File: src/rtl/simon_pkg.sv
// Shared constants, state codes and word-level helpers for the SIMON core.
package simon_pkg;

    // z sequences; the leftmost digit is element 0 of the sequence.
    localparam logic [61:0] Z0 = 62'b11111010001001010110000111001101111101000100101011000011100110;
    localparam logic [61:0] Z1 = 62'b10001110111110010011000010110101000111011111001001100001011010;
    localparam logic [61:0] Z2 = 62'b10101111011100000011010010011000101000010001111110010110110011;
    localparam logic [61:0] Z3 = 62'b11011011101011000110010111100000010010001010011100110100001111;
    localparam logic [61:0] Z4 = 62'b11010001111001101011011000100000010111000011001010010011101111;

    typedef enum logic [3:0] {
        ST_IDLE   = 4'd0,
        ST_KEYEXP = 4'd1,
        ST_RUN    = 4'd2,
        ST_DONE   = 4'd3
    } state_t;

    // z sequence for a given word width n and key word count m.
    function automatic logic [61:0] z_select(input int n, input int m);
        logic [61:0] z;
        if (n == 16)      z = Z0;
        else if (n == 24) z = (m == 3) ? Z0 : Z1;
        else if (n == 32) z = (m == 3) ? Z2 : Z3;
        else if (n == 48) z = (m == 2) ? Z2 : Z3;
        else              z = (m == 2) ? Z2 : ((m == 3) ? Z3 : Z4);
        return z;
    endfunction

    function automatic logic [63:0] width_mask(input int n);
        return (n >= 64) ? '1 : ((64'd1 << n) - 64'd1);
    endfunction

    // Rotations operate on the low n bits of a 64-bit carrier.
    function automatic logic [63:0] rol(input logic [63:0] a, input int s, input int n);
        logic [63:0] m;
        logic [63:0] v;
        m = width_mask(n);
        v = a & m;
        return ((v << s) | (v >> (n - s))) & m;
    endfunction

    function automatic logic [63:0] ror(input logic [63:0] a, input int s, input int n);
        return rol(a, n - s, n);
    endfunction

    function automatic logic [63:0] simon_f(input logic [63:0] a, input int n);
        return (rol(a, 1, n) & rol(a, 8, n)) ^ rol(a, 2, n);
    endfunction

endpackage

File: src/rtl/simon_3264_keysched.sv
// Round-key register file: captures the user key, expands one word per
// cycle, and serves any round key through a single indexed read port.
module simon_3264_keysched
    import simon_pkg::*;
#(
    parameter int N  = 24,
    parameter int M  = 3,
    parameter int T  = 36,
    parameter int Co = 6
) (
    input  logic                  clk,
    input  logic                  nR,
    input  logic                  load,
    input  logic [M-1:0][N-1:0]   key,
    input  logic                  expand,
    input  logic [Co-1:0]         rd_idx,
    output logic [N-1:0]          rk_rd,
    output logic                  exp_last,
    output logic                  done_key
);

    localparam logic [61:0] ZSEQ = z_select(N, M);

    logic [N-1:0]  rk [T];
    logic [Co-1:0] wr_idx;
    logic [5:0]    z_idx;
    logic [N-1:0]  t_rot;
    logic [N-1:0]  t_mix;
    logic [N-1:0]  t_fold;
    logic [N-1:0]  rk_new;

    // Next schedule word from the previous M words and the z sequence.
    always_comb begin
        t_rot  = N'(ror(64'(rk[wr_idx - Co'(1)]), 3, N));
        t_mix  = (M == 4) ? (t_rot ^ rk[wr_idx - Co'(3)]) : t_rot;
        t_fold = t_mix ^ N'(ror(64'(t_mix), 1, N));
        rk_new = ~rk[wr_idx - Co'(M)] ^ t_fold ^ N'(ZSEQ[6'd61 - z_idx]) ^ N'(3);
    end

    // Key capture, word-per-cycle expansion and schedule-valid flag.
    always_ff @(posedge clk or negedge nR) begin
        if (!nR) begin
            for (int i = 0; i < T; i++) rk[i] <= '0;
            wr_idx   <= '0;
            z_idx    <= '0;
            done_key <= 1'b0;
        end else if (load) begin
            for (int i = 0; i < M; i++) rk[i] <= key[i];
            wr_idx   <= Co'(M);
            z_idx    <= '0;
            done_key <= 1'b0;
        end else if (expand) begin
            rk[wr_idx] <= rk_new;
            wr_idx     <= wr_idx + Co'(1);
            z_idx      <= (z_idx == 6'd61) ? 6'd0 : z_idx + 6'd1;
            if (exp_last) done_key <= 1'b1;
        end
    end

    assign exp_last = (wr_idx == Co'(T - 1));
    assign rk_rd    = rk[rd_idx];

endmodule

File: src/rtl/simon_3264.sv
// Iterative SIMON core: one round per clock, stored key schedule, and
// level-request / pulse-acknowledge handshakes for key, block and result.
//
//   state  | meaning
//   IDLE   | waiting for newKey (priority) or newData with a valid schedule
//   KEYEXP | expanding round keys M..T-1, one per cycle
//   RUN    | T rounds, then one edge to publish the result
//   DONE   | result held until readData
module simon_3264
    import simon_pkg::*;
#(
    parameter int N  = 24,
    parameter int M  = 3,
    parameter int T  = 36,
    parameter int Co = 6
) (
    input  logic                  clk,
    input  logic                  nR,
    input  logic                  newKey,
    input  logic [M-1:0][N-1:0]   KEY,
    input  logic                  newData,
    input  logic [1:0][N-1:0]     BLOCK,
    input  logic                  enc_dec,
    input  logic                  readData,
    output logic                  loadKey,
    output logic                  doneKey,
    output logic                  loadData,
    output logic                  doneData,
    output logic [1:0][N-1:0]     outData,
    output logic [3:0]            mode
);

    state_t        state;
    state_t        state_nx;
    logic          cap_key;
    logic          cap_data;
    logic          rd_ack;
    logic          exp_last;
    logic [N-1:0]  x;
    logic [N-1:0]  y;
    logic          dec;
    logic          fin;
    logic [Co-1:0] rcnt;
    logic [Co-1:0] rk_idx;
    logic [N-1:0]  rk;
    logic [N-1:0]  f_x;
    logic [N-1:0]  f_y;

    simon_3264_keysched #(.N(N), .M(M), .T(T), .Co(Co)) u_keysched (
        .clk      (clk),
        .nR       (nR),
        .load     (cap_key),
        .key      (KEY),
        .expand   (state == ST_KEYEXP),
        .rd_idx   (rk_idx),
        .rk_rd    (rk),
        .exp_last (exp_last),
        .done_key (doneKey)
    );

    // State register.
    always_ff @(posedge clk or negedge nR) begin
        if (!nR) state <= ST_IDLE;
        else     state <= state_nx;
    end

    // Next-state decode and capture strobes.
    always_comb begin
        state_nx = state;
        cap_key  = 1'b0;
        cap_data = 1'b0;
        rd_ack   = 1'b0;
        unique case (state)
            ST_IDLE: begin
                if (newKey) begin
                    cap_key  = 1'b1;
                    state_nx = ST_KEYEXP;
                end else if (newData && doneKey) begin
                    cap_data = 1'b1;
                    state_nx = ST_RUN;
                end
            end
            ST_KEYEXP: if (exp_last) state_nx = ST_IDLE;
            ST_RUN:    if (fin) state_nx = ST_DONE;
            ST_DONE: begin
                if (readData) begin
                    rd_ack   = 1'b1;
                    state_nx = ST_IDLE;
                end
            end
            default: state_nx = ST_IDLE;
        endcase
    end

    // Decryption walks the schedule backwards.
    assign rk_idx = dec ? (Co'(T - 1) - rcnt) : rcnt;
    assign f_x    = N'(simon_f(64'(x), N));
    assign f_y    = N'(simon_f(64'(y), N));

    // Block capture and one Feistel round per cycle while in RUN.
    always_ff @(posedge clk or negedge nR) begin
        if (!nR) begin
            x    <= '0;
            y    <= '0;
            dec  <= 1'b0;
            rcnt <= '0;
            fin  <= 1'b0;
        end else if (cap_data) begin
            x    <= BLOCK[1];
            y    <= BLOCK[0];
            dec  <= ~enc_dec;
            rcnt <= '0;
            fin  <= 1'b0;
        end else if (state == ST_RUN && !fin) begin
            if (dec) begin
                x <= y;
                y <= x ^ f_y ^ rk;
            end else begin
                x <= y ^ f_x ^ rk;
                y <= x;
            end
            rcnt <= rcnt + Co'(1);
            if (rcnt == Co'(T - 1)) fin <= 1'b1;
        end
    end

    // Handshake pulses and the held result.
    always_ff @(posedge clk or negedge nR) begin
        if (!nR) begin
            loadKey  <= 1'b0;
            loadData <= 1'b0;
            doneData <= 1'b0;
            outData  <= '0;
        end else begin
            loadKey  <= cap_key;
            loadData <= cap_data;
            if (state == ST_RUN && fin) begin
                outData  <= {x, y};
                doneData <= 1'b1;
            end else if (rd_ack) begin
                doneData <= 1'b0;
            end
        end
    end

    assign mode = state;

endmodule

File: config.mk
export PLATFORM = sky130hd
export DESIGN_NAME = simon_3264
export DESIGN_NICKNAME = d
export VERILOG_FILES = /design/src/rtl/simon_pkg.sv /design/src/rtl/simon_3264_keysched.sv /design/src/rtl/simon_3264.sv
export SDC_FILE = /design/constraint.sdc
export NUM_CORES = 2
export LEC_CHECK = 0
export ABC_AREA = 0
export CORE_MARGIN = 2
export CORE_UTILIZATION = 40
export DETAILED_ROUTE_END_ITERATION = 16
export GPL_ROUTABILITY_DRIVEN = 0
export PLACE_DENSITY = 0.56
export SETUP_SLACK_MARGIN = 0.2
export SYNTH_ARGS = -nofsm -noshare
export SYNTH_HDL_FRONTEND = slang
export SYNTH_SLANG_ARGS = --single-unit
File: constraint.sdc
create_clock -name clk -period 5.4 [get_ports clk]
set_clock_uncertainty 0.05 [all_clocks]
set_input_delay 0.81 -clock clk [delete_from_list [all_inputs] [get_ports clk]]
set_output_delay 0.81 -clock clk [all_outputs]
set_load 0.1 [all_outputs]
==> run metrics <==
violation count after the first detailed-routing iteration 6229; chip width 389 um; Worst path slowest cell a2111oi_0; site row count 141; Root Driver clkbuf_16; Antenna Nets Post-Route 0; DR vias/cell 6.44; worst setup margin 0.198 ns; Max H-tree Level 3; most common cell after layout, fill and taps aside nand2_1; main flop type after synthesis dfrtp_1; metal3 WL 24100 um; commonest cells after routing, fill and taps aside nand2_1, dfrtp_1, o21ai_0; antenna violations before repair 2; number of global-route vias before repair 47600; Rel. slew slack 12.2%; Total GRT Usage 30.1%; FFs w/ async S/R, synth 100%; yosys warns 0; Arr. time, crit path 5.73 ns; core area 147000 um2; worst skew pair latency 0.76 ns; Max Fclk 0.192 GHz; Seq cells post-synth 986; Vert. Die Dim 389 um; DR WL/cell 30.1 um; Setup TNS 0 ns; final core utilization 45.7%; Critical Path Fanout Max 37; proportion of synthesized chip area in sequential cells 41.6%; cell area after synthesis 59400 um2; critical-path cell list inv_1, ha_4, buf_12, buf_4, mux4_2, mux2i_1, a2111oi_0, a211o_2, xor2_1, xnor2_2, buf_12, o21ai_0; met1 wire length 89000 um; Synth cell types 71; Die Area 151000 um2; CTS Buf Count 111; worst-margin pin slew 1.32 ns; clock buffer depth 3; remaining global-route overflow 0; status finished, final reports clean; Worst Path Class, Setup reg2reg; clock sinks 986; first-pass GRT wire length 338000 um; Max Used Layer met5; Synth Instances 5651; Register Area 24700 um2; Buf/Inv on CP 4; startpoint type of the worst setup path flip-flop; IO Port Bufs 179; number of fill cells 13700; min Tclk post-route 5.20 ns; iteration count of the initial detailed-routing pass 7; CTS tree built; area grow syn2layout 13.6%; num ports 182; Post-Place Worst Slack 0.183 ns; Detail Placement HPWL 144000 um; Post-synth EDFFs 0; share of cells above drive strength 1 20.4%; Final Hold Fails 0; met2 WL 101000 um; max-cap viol count 0; Req. time, crit path 5.93 ns; Layout Nets 5703; area of the multi-input gates 32500 um2; fin crit share 96.3%; # DRC 0; Final Max Slew Viols 0; DR vias 48800; synthesized area per cell 10.5 um2; WL final 229000 um; unrepaired setup endpoints after global routing no; Reg clk slew, reported paths 0.07 ns; final setup vio count 0; crit end category flip-flop; slowest stage delay, CP 0.97 ns; CP delay by family, top compound AO/OA/AOI/OAI gates; critical path's most frequent cell buf_12; post-CTS setup buffers 0; largest net degree at the start of global routing 151; Initial Util 40.2%; min-delay worst type in2async
[timing repair]
action                                 CTS  global route
hold buffers                             0             0
endpoints found under the hold margin    0             0
setup endpoints to repair               21             0
gates resized for setup                  1             0
[layer usage]
| metal | GRT usage, % | vias up |
|---|---|---|
| li1 | - | 20700 |
| met1 | 40.1 | 24600 |
| met2 | 45.1 | 2883 |
| met3 | 7.94 | 617 |
| met4 | 16.0 | 2 |
| met5 | 0 | - |
[area by class of cell]
| class | instances | area share (%) |
|---|---|---|
| inverter | 14 | 0.0798 |
| antenna | 1 | 0.00371 |
| timing repair buffer | 407 | 6.02 |
| clock inverter | 44 | 0.778 |
| tap | 1930 | 3.58 |
| sequential | 986 | 36.6 |
| multi-input combinational | 4044 | 48.2 |
| clock buffer | 160 | 4.77 |
[cells by family after synthesis]
kind of cell | after synthesis | synth area share (%)
mux | 739 | 24.4
other cells | 1 | 0.00632
xor+xnor | 173 | 2.66
compound gates | 1603 | 16.1
flops | 986 | 41.6
fa+ha+maj | 13 | 0.274
simple gates | 1514 | 10.4
buf+inv | 622 | 4.58
[flip-flops by register name, summed over array words and instances, names as in the netlist]
name,flops
rcnt,6
u_keysched.rk,864
outData,48
u_keysched.done_key,1
u_keysched.z_idx,6
loadData,1
mode,2
dec,1
doneData,1
x,24
loadKey,1
fin,1
u_keysched.wr_idx,6
y,24
[worst register-to-register path, stage by stage (launching register included)]
cell       delay (ns)
dfrtp_1          0.57
inv_1            0.19
ha_4             0.75
buf_12           0.37
buf_4            0.27
mux4_2           0.21
mux2i_1          0.07
a2111oi_0        0.97
a211o_2          0.31
xor2_1           0.16
xnor2_2          0.74
buf_12           0.24
o21ai_0          0.12
[synth_stat cells (23+ instances only)]
cell	count	area share, %
nand2_1	1195	7.6
dfrtp_1	986	42
o21ai_0	906	7.6
mux4_2	563	21
clkbuf_1	435	2.8
a21oi_1	167	1.4
a22oi_1	164	2.1
mux2i_1	126	2.1
xnor2_1	94	1.4
nor2_1	87	0.55
nand3_1	77	0.65
buf_2	76	0.64
xor2_1	72	1.1
nor2b_1	57	0.60
a222oi_1	54	0.91
a31oi_1	50	0.53
mux2_2	50	0.95
a22o_1	47	0.69
o21ai_1	42	0.35
nor3_1	38	0.32
o21ai_2	30	0.44
a211oi_1	29	0.37
buf_1	28	0.18
buf_4	25	0.32
o31ai_1	24	0.30
a32o_1	23	0.39
[stage by stage]
stage | cell area, um2 | hold slack, ns | std cells
2_1_floorplan | 59400 | 0.428 | 5652
3_3_place_gp | 63700 | 0.438 | 7381
3_5_place_dp | 63700 | 0.442 | 7381
4_1_cts | 67400 | 0.0517 | 7585
5_1_grt | 67400 | 0.0536 | 7585
6_report | 67400 | 0.0148 | 7586
[final timing paths]
path | cells past startpoint | slack, ns | start | endpoint
worst max-delay path | 12 | 0.20 | u_keysched.wr_idx[1]$_DFFE_PN0P_ | u_keysched.rk[369]$_DFFE_PN0P_
worst min-delay path | 1 | 0.01 | nR | u_keysched.rk[631]$_DFFE_PN0P_
worst max register to register | 12 | 0.20 | u_keysched.wr_idx[1]$_DFFE_PN0P_ | u_keysched.rk[369]$_DFFE_PN0P_
worst min register to register | 1 | 0.45 | outData[31]$_DFFE_PN0P_ | outData[31]$_DFFE_PN0P_
max in group asynchronous | 2 | 3.87 | nR | u_keysched.rk[452]$_DFFE_PN0P_
min in group clk | 1 | 0.45 | outData[31]$_DFFE_PN0P_ | outData[31]$_DFFE_PN0P_
Power is not shown: default switching activity piles up to over one toggle a cycle in this logic, so the estimate is an artifact.
